### config.mk
export PLATFORM = sky130hd
export DESIGN_NAME = data_cache
export DESIGN_NICKNAME = d
export VERILOG_FILES = /design/src/rtl/data_cache.sv
export SDC_FILE = /design/constraint.sdc
export NUM_CORES = 2
export LEC_CHECK = 0
export CORE_UTILIZATION = 40
export CTS_BUF_LIST = sky130_fd_sc_hd__clkbuf_16
export DETAILED_ROUTE_END_ITERATION = 6
export PLACE_DENSITY = 0.53
export SETUP_SLACK_MARGIN = 0.1
export SYNTH_ARGS = -nofsm -noshare
export SYNTH_HDL_FRONTEND = slang
export SYNTH_SLANG_ARGS = --single-unit
### constraint.sdc
create_clock -name clk -period 7.7 [get_ports clk]
set_input_delay 1.54 -clock clk [delete_from_list [all_inputs] [get_ports clk]]
set_output_delay 1.54 -clock clk [all_outputs]
set_load 0.03 [all_outputs]
### src/rtl/data_cache.sv
// data_cache: direct-mapped, write-through, no-write-allocate data cache.
// Read hits return data combinationally; misses refill a whole line over a
// handshaked word port, stores always write through to memory.
// Optional feature macro: DCACHE_STATS_EN adds hit_count / miss_count ports.
module data_cache #(
    parameter int ADDR_WIDTH = 32,
    parameter int SETS       = 16,
    parameter int LINE_WORDS = 4
) (
    input  logic                  clk,
    input  logic                  rst,
    input  logic                  req_valid,
    input  logic                  req_we,
    input  logic                  req_byte,
    input  logic [ADDR_WIDTH-1:0] req_addr,
    input  logic [31:0]           req_wdata,
    output logic [31:0]           rdata,
    output logic                  stall,
    output logic                  mem_req,
    output logic                  mem_we,
    output logic [3:0]            mem_be,
    output logic [ADDR_WIDTH-1:0] mem_addr,
    output logic [31:0]           mem_wdata,
    input  logic                  mem_ready,
    input  logic [31:0]           mem_rdata
`ifdef DCACHE_STATS_EN
    ,
    output logic [31:0]           hit_count,
    output logic [31:0]           miss_count
`endif
);

    localparam int WOFF_BITS = $clog2(LINE_WORDS);
    localparam int IDX_BITS  = $clog2(SETS);
    localparam int TAG_BITS  = ADDR_WIDTH - 2 - WOFF_BITS - IDX_BITS;
    localparam int CNT_BITS  = (WOFF_BITS > 0) ? WOFF_BITS : 1;

    typedef enum logic [1:0] {IDLE, REFILL, WRITE} state_t;

    state_t                r_state;
    state_t                w_next;
    logic [31:0]           r_data [SETS][LINE_WORDS];
    logic [TAG_BITS-1:0]   r_tag  [SETS];
    logic [SETS-1:0]       r_valid;
    logic [CNT_BITS-1:0]   r_cnt;
    logic                  r_done;

    logic [IDX_BITS-1:0]   w_idx;
    logic [TAG_BITS-1:0]   w_tag;
    logic [CNT_BITS-1:0]   w_woff;
    logic [ADDR_WIDTH-1:0] w_fill_addr;
    logic                  w_hit;
    logic                  w_last;
    logic [31:0]           w_word;
    logic [3:0]            w_be;

    assign w_idx = req_addr[2+WOFF_BITS +: IDX_BITS];
    assign w_tag = req_addr[ADDR_WIDTH-1 -: TAG_BITS];

    generate
        if (WOFF_BITS > 0) begin : g_woff
            assign w_woff      = req_addr[2 +: WOFF_BITS];
            assign w_fill_addr = {req_addr[ADDR_WIDTH-1:2+WOFF_BITS], r_cnt, 2'b00};
        end else begin : g_nowoff
            assign w_woff      = '0;
            assign w_fill_addr = {req_addr[ADDR_WIDTH-1:2], 2'b00};
        end
    endgenerate

    assign w_hit  = r_valid[w_idx] && (r_tag[w_idx] == w_tag);
    assign w_last = (r_cnt == CNT_BITS'(LINE_WORDS - 1));
    assign w_word = r_data[w_idx][w_woff];
    assign w_be   = req_byte ? (4'b0001 << req_addr[1:0]) : 4'b1111;

    // Next-state decode plus core/memory outputs, all derived from state and the held request
    always_comb begin
        w_next    = r_state;
        stall     = req_valid;
        mem_req   = 1'b0;
        mem_we    = 1'b0;
        mem_be    = '0;
        mem_addr  = {req_addr[ADDR_WIDTH-1:2], 2'b00};
        mem_wdata = req_byte ? {4{req_wdata[7:0]}} : req_wdata;
        rdata     = req_byte ? {24'd0, w_word[{req_addr[1:0], 3'b000} +: 8]} : w_word;
        case (r_state)
            IDLE: begin
                // r_done marks the cycle in which a finished refill/write releases the core
                stall = req_valid & ~(r_done | (w_hit & ~req_we));
                if (req_valid && !r_done) begin
                    if (req_we)
                        w_next = WRITE;
                    else if (!w_hit)
                        w_next = REFILL;
                end
            end
            REFILL: begin
                mem_req  = 1'b1;
                mem_addr = w_fill_addr;
                if (mem_ready && w_last)
                    w_next = IDLE;
            end
            WRITE: begin
                mem_req = 1'b1;
                mem_we  = 1'b1;
                mem_be  = w_be;
                if (mem_ready)
                    w_next = IDLE;
            end
            default: w_next = IDLE;
        endcase
    end

    // Control state: FSM, refill word counter, completion flag and valid bits
    always_ff @(posedge clk or posedge rst) begin
        if (rst) begin
            r_state <= IDLE;
            r_cnt   <= '0;
            r_done  <= 1'b0;
            r_valid <= '0;
        end else begin
            r_state <= w_next;
            r_done  <= (r_state != IDLE) && (w_next == IDLE);
            if (r_state == IDLE)
                r_cnt <= '0;
            else if (r_state == REFILL && mem_ready)
                r_cnt <= r_cnt + 1'b1;
            if (r_state == REFILL && mem_ready && w_last)
                r_valid[w_idx] <= 1'b1;
        end
    end

    // Line storage: refill words, tag on the final word, and write-hit byte merge
    always_ff @(posedge clk) begin
        if (r_state == REFILL && mem_ready) begin
            r_data[w_idx][r_cnt] <= mem_rdata;
            if (w_last)
                r_tag[w_idx] <= w_tag;
        end
        if (r_state == WRITE && mem_ready && w_hit) begin
            for (int unsigned b = 0; b < 4; b++) begin
                if (w_be[b])
                    r_data[w_idx][w_woff][8*b +: 8] <= mem_wdata[8*b +: 8];
            end
        end
    end

`ifdef DCACHE_STATS_EN
    // Saturating access statistics; hits released by a just-finished refill are not counted
    always_ff @(posedge clk or posedge rst) begin
        if (rst) begin
            hit_count  <= '0;
            miss_count <= '0;
        end else begin
            if (r_state == IDLE && req_valid && !req_we && w_hit && !r_done && hit_count != '1)
                hit_count <= hit_count + 32'd1;
            if (r_state == IDLE && w_next == REFILL && miss_count != '1)
                miss_count <= miss_count + 32'd1;
        end
    end
`endif

endmodule

Word-level counts from Yosys, hierarchy flattened
Memory sizes are Yosys's and may differ from the RTL's.
Index checks and enable logic that the tools add are counted.
{"block": "op_classes", "n_lt_le_gt_ge": 6, "n_bitwise": 520, "n_reduce_logical": 17, "n_div": 0, "n_mul": 0, "muxes": 562, "n_eq_ne": 4, "shift": 2, "add_sub_neg": 1}
{"op": "128-bit 2-to-1 mux", "count": 5}
{"op": "1-bit 2-to-1 mux", "count": 529}
{"op": "1-bit bitwise OR", "count": 513}
{"op": "32-bit demux with 2-bit select", "count": 5}
{"op": "32-bit 2-to-1 mux", "count": 6}
{"op": "32-bit binary-select mux with 2-bit select", "count": 1}
{"op": "32-bit by 6-bit variable part select with 8-bit output", "count": 1}
{"op": "24-bit == test", "count": 1}
{"op": "24-bit 2-to-1 mux", "count": 1}
{"op": "16-bit 2-to-1 mux", "count": 1}
{"op": "16-bit bitwise OR", "count": 1}
{"op": "2-bit 2-to-1 mux", "count": 7}
{"op": "4-bit 2-to-1 mux", "count": 3}
{"op": "1-bit logical AND", "count": 11}
{"op": "8-bit 2-to-1 mux", "count": 1}
{"op": "3-bit >= comparator, second input constant", "count": 2}
{"op": "3-bit by 1-bit less-than comparator with 1-bit output, second input constant", "count": 2}
{"op": "2-bit NOT with 3-bit output", "count": 2}
{"op": "2-bit case mux with 3 select lines", "count": 1}
{"op": "4-bit by 5-bit less-than comparator with 1-bit output, second input constant", "count": 1}
{"op": "1-bit binary-select mux with 4-bit select", "count": 1}
{"op": "1-bit demux with 4-bit select", "count": 1}
{"op": "2-bit == test, second input constant", "count": 2}
{"op": "4-bit by 1-bit >= comparator with 1-bit output, second input constant", "count": 1}
{"op": "9 further kinds", "count": 13}
{"block": "word_totals", "ramBits": 2432, "word_cells": 1118, "mem_count": 2, "inputBits": 102, "ff_bits": 21, "mem_bits_ro": 0, "latch_bits": 0}
{"name": "r_data", "words": 16, "word_bits": 128, "read_ports": 1, "rd_clocked_by_memory_dff": 0, "wr": 1, "line_no": "42", "rtl": "logic [31:0] r_data [SETS][LINE_WORDS];"}
{"name": "r_tag", "words": 16, "word_bits": 24, "read_ports": 1, "rd_clocked_by_memory_dff": 0, "wr": 1, "line_no": "43", "rtl": "logic [TAG_BITS-1:0] r_tag [SETS];"}

Logic depth before layout (Yosys ltp)
{"block": "logic_depth", "depth_word": 10, "ltp_mapped": 17, "mapped_depth_nobuf": 8}

Worst setup path after synthesis
No wires, ideal clock.
{"block": "synth_path", "path_kind": "input to output", "from": "input req_addr[4]", "to": "output rdata[0]", "arrival_ns": 5.040, "required_time_ns": 6.160, "path_slack_ns": 1.120, "n_path_buf": 6, "path_stages": 11, "path_cell_list": "buf_4 > buf_4 > buf_4 > buf_4 > clkbuf_1 > buf_1 > mux4_2 > mux4_2 > mux4_2 > a21oi_1 > o21ai_0"}
{"block": "synth_between", "elab_chain_len": 6}
{"item": "start, declared", "line_no": "15", "rtl": "input logic [ADDR_WIDTH-1:0] req_addr,"}
{"item": "memory read 16 x 128 bit *"}
{"item": "32-bit binary-select mux with 2-bit select *", "line_no": "72", "rtl": "assign w_word = r_data[w_idx][w_woff];"}
{"item": "32-bit 2-to-1 mux (not written as such) * (2 in a row)", "line_no": "72"}
{"item": "32-bit by 6-bit variable part select with 8-bit output", "line_no": "84", "rtl": "rdata = req_byte ? {24'd0, w_word[{req_addr[1:0], 3'b000} +: 8]} : w_word;"}
{"item": "32-bit 2-to-1 mux *", "line_no": "84"}
{"item": "end, declared", "line_no": "17", "rtl": "output logic [31:0] rdata,"}
Every way passes the cells marked *; elsewhere a longest branch is shown, timed or not. The select of a mux whose other input is x is not followed.

Final worst setup path
{"block": "layout_path", "from": "input req_addr[4]", "to": "output rdata[7]"}
The elaborated chain is that of the path after synthesis.

==> results.ini <==
[clocking]
clock_latency_ps = 930
cts_sinks = 2453
cts_tree = done
cts_root_buf = clkbuf_16
cts_buffer_depth = 4
postCtsSetupRepairBufs = 0
cts_buffers = 280
htree_levels = 5
post_cts_resized = 0
hold_buffers = 0
clk_pin_slew_ps = 60

[critical_path]
crit_arrival_ps = 5800
rrSetupSlack_ps = 2850
cpPeakStageDelay_ps = 620
cp_num_buf_inv = 4
cp-start-kind = input port
crit_path_cell_trace = buf_8 > buf_12 > buf_4 > mux4_2 > mux4_2 > mux4_2 > mux2i_1 > o21ai_0 > buf_4
worstSetupEndpointType = primary output
cpMaxStageDelayCell = mux2i_1
crit_required_ps = 6160
critPathTopFamily = multiplexers
crit_type = input port to primary output
worstPathMaxFanout = 53
crit_top_cell = mux4_2

[floorplan]
dieArea_mm2 = 0.2482
initial_core_util_pct = 40.37
die_width_um = 498.2
core_area_mm2 = 0.2439
io_pins = 205
die_y_um = 498.2
rows = 181

[flow_run]
maxCapViolations = 0

[detailed_routing]
drt_first_pass_iters = 6
wl_per_cell_um = 33.34
vias_per_cell = 5.807
routed_wl_mm = 281.0
vias = 48940
drt.antenna.violating_nets = 0
drc_errors = 0
drt-initial-drc-count = 5549

[power_and_ir_drop]
power_density_mw_per_mm2 = 254.8
p_leak_nw = 36.97
peakVddDrop_mv = 0.1781

[global_routing]
grt_pass1_wl_mm = 392.2
grt_remaining_overflow = 0
grt_pass1_vias = 49780
grt_util_all_layers_pct = 22.60
grt_max_degree = 65
antenna_found_initial = 17

[sta]
slew_headroom_pct = 17.85
timing.hold.ws_ps = 465.2
setup_viol = 0
tightest_slew_ps = 1229
tns_ps = 0
finalCriticalPeriod_ps = 7341
fmax_mhz = 136.2
fin_skew_ps = 52.79
finalHoldViolations = 0
maxSlewViolCount = 0
period_share_pct = 95.33
rsz0062_at_grt = no

[logic_synthesis]
yosysWarnings = 0
yosysTopAreaCell = edfxtp_1
synth_ff_type = edfxtp_1
yosysMostFrequentCell = edfxtp_1
synth_area_per_cell_um2 = 22.21
netlist_area_mm2 = 0.09848
async_flop_share_pct = 0.8561
yosysSeqAreaShare_pct = 74.69
ys_ff_latch = 2453
synthTopCellsByArea = edfxtp_1 (74%), mux4_2 (17%), mux2_2 (1.4%), a21oi_1 (1.1%), mux2i_1 (0.83%)
synth_cell_types = 68
synth_edf_count = 2432
yosysTopAreaCellShare_pct = 74.16
syn-instance-count = 4433
synth_commonest_cells = edfxtp_1 (2432), mux4_2 (751), a21oi_1 (222), clkbuf_1 (126), mux2_2 (119)

[worst_hold_path]
hp-class = flop to flop

[final_layout]
fin_nets = 5142
area_growth_pct = 17.02
drive_gt1_share_pct = 34.36
fillerInstances = 19900
stdcell_count = 8427

[status]
status = completed

[placed_design]
place_congestion = 0.7899
port_buffers = 202
dp_hpwl_mm = 176.6
dp_cells = 7952

==> area by class of cell <==
type	count	area, um^2	share of cell area (%)
clock buffers	283	7082	6.145
repair buffers	632	5582	4.844
clock inverters	183	1426	1.238
inverters	39	153.9	0.1335
well taps	3202	4006	3.477
flip-flops and latches	2453	73560	63.83
multi-input cells	1626	23410	20.31
diodes	9	22.52	0.01954
==> placed cells by master, fill, tap and decap left out, types with 49 or more instances in the layout <==
master / n
nor2_1: 63
mux4_2: 751
edfxtp_1: 2432
inv_1: 89
mux2i_1: 82
clkbuf_16: 283
mux2_2: 119
a21oi_1: 222
buf_4: 423
clkdlybuf4s50_1: 173
clkinv_2: 49
clkinv_1: 49
==> flip-flops by register name, summed over array words and instances (netlist names) <==
signal / flops
r_tag: 384
r_done: 1
r_state: 2
r_valid: 16
r_cnt: 2
r_data: 2048
==> report_power, final <==
part | switching (W) | total [W] | internal, W
combinational | 0.00126 | 0.00203 | 0.000770
sequential | 0.0000157 | 0.0147 | 0.0147
clock | 0.00517 | 0.0126 | 0.00743
total | 0.00645 | 0.0294 | 0.0229
==> final timing paths <==
path | from | end | depth (start not counted)
max in group asynchronous | rst | r_valid[6] | 2
worst max-delay path | req_addr[4] | rdata[7] | 9
min in group asynchronous | rst | r_valid[8] | 2
worst min-delay path | r_valid[0] | r_valid[0] | 1
worst min register to register | r_valid[0] | r_valid[0] | 1
worst max register to register | r_tag[7][13] | r_data[3][93] | 10
==> through the flow <==
step	power, W	instance area [um^2]	util (%)	worst slack (ps)
floorplan	0.01614	98480	-	1120
global placement	0.01705	106700	43.75	297.5
detailed placement	0.01707	106700	43.75	331.4
CTS	0.02961	115200	47.24	324.3
global route	0.03014	115200	47.24	267.0
finish	0.02936	115200	47.25	359.4
==> routing by layer <==
layer	GRT usage [%]	up-vias	part of all wire (%)	wire length [um]
li1	-	19970	-	-
met1	30.65	26670	41	114800
met2	36.76	1873	49	138600
met3	3.836	430	6.4	17940
met4	8.192	2	3.4	9582
met5	0	-	0.0046	13
==> cells by family (layout without fill, tap and decap cells) <==
kind of cell	Yosys count	after routing	share of synthesized area, %
DFF	2453	2453	74.69
muxes	970	970	19.60
buffers and inverters	355	1137	1.789
AOI/OAI and AO/OA	340	340	1.981
and+or+nand+nor	278	278	1.583
xor gates and xnor gates	28	28	0.2490
adders and majority gates	8	8	0.1016
other	1	11	0.003808
No activity file was read; power rests on OpenSTA's default activity.
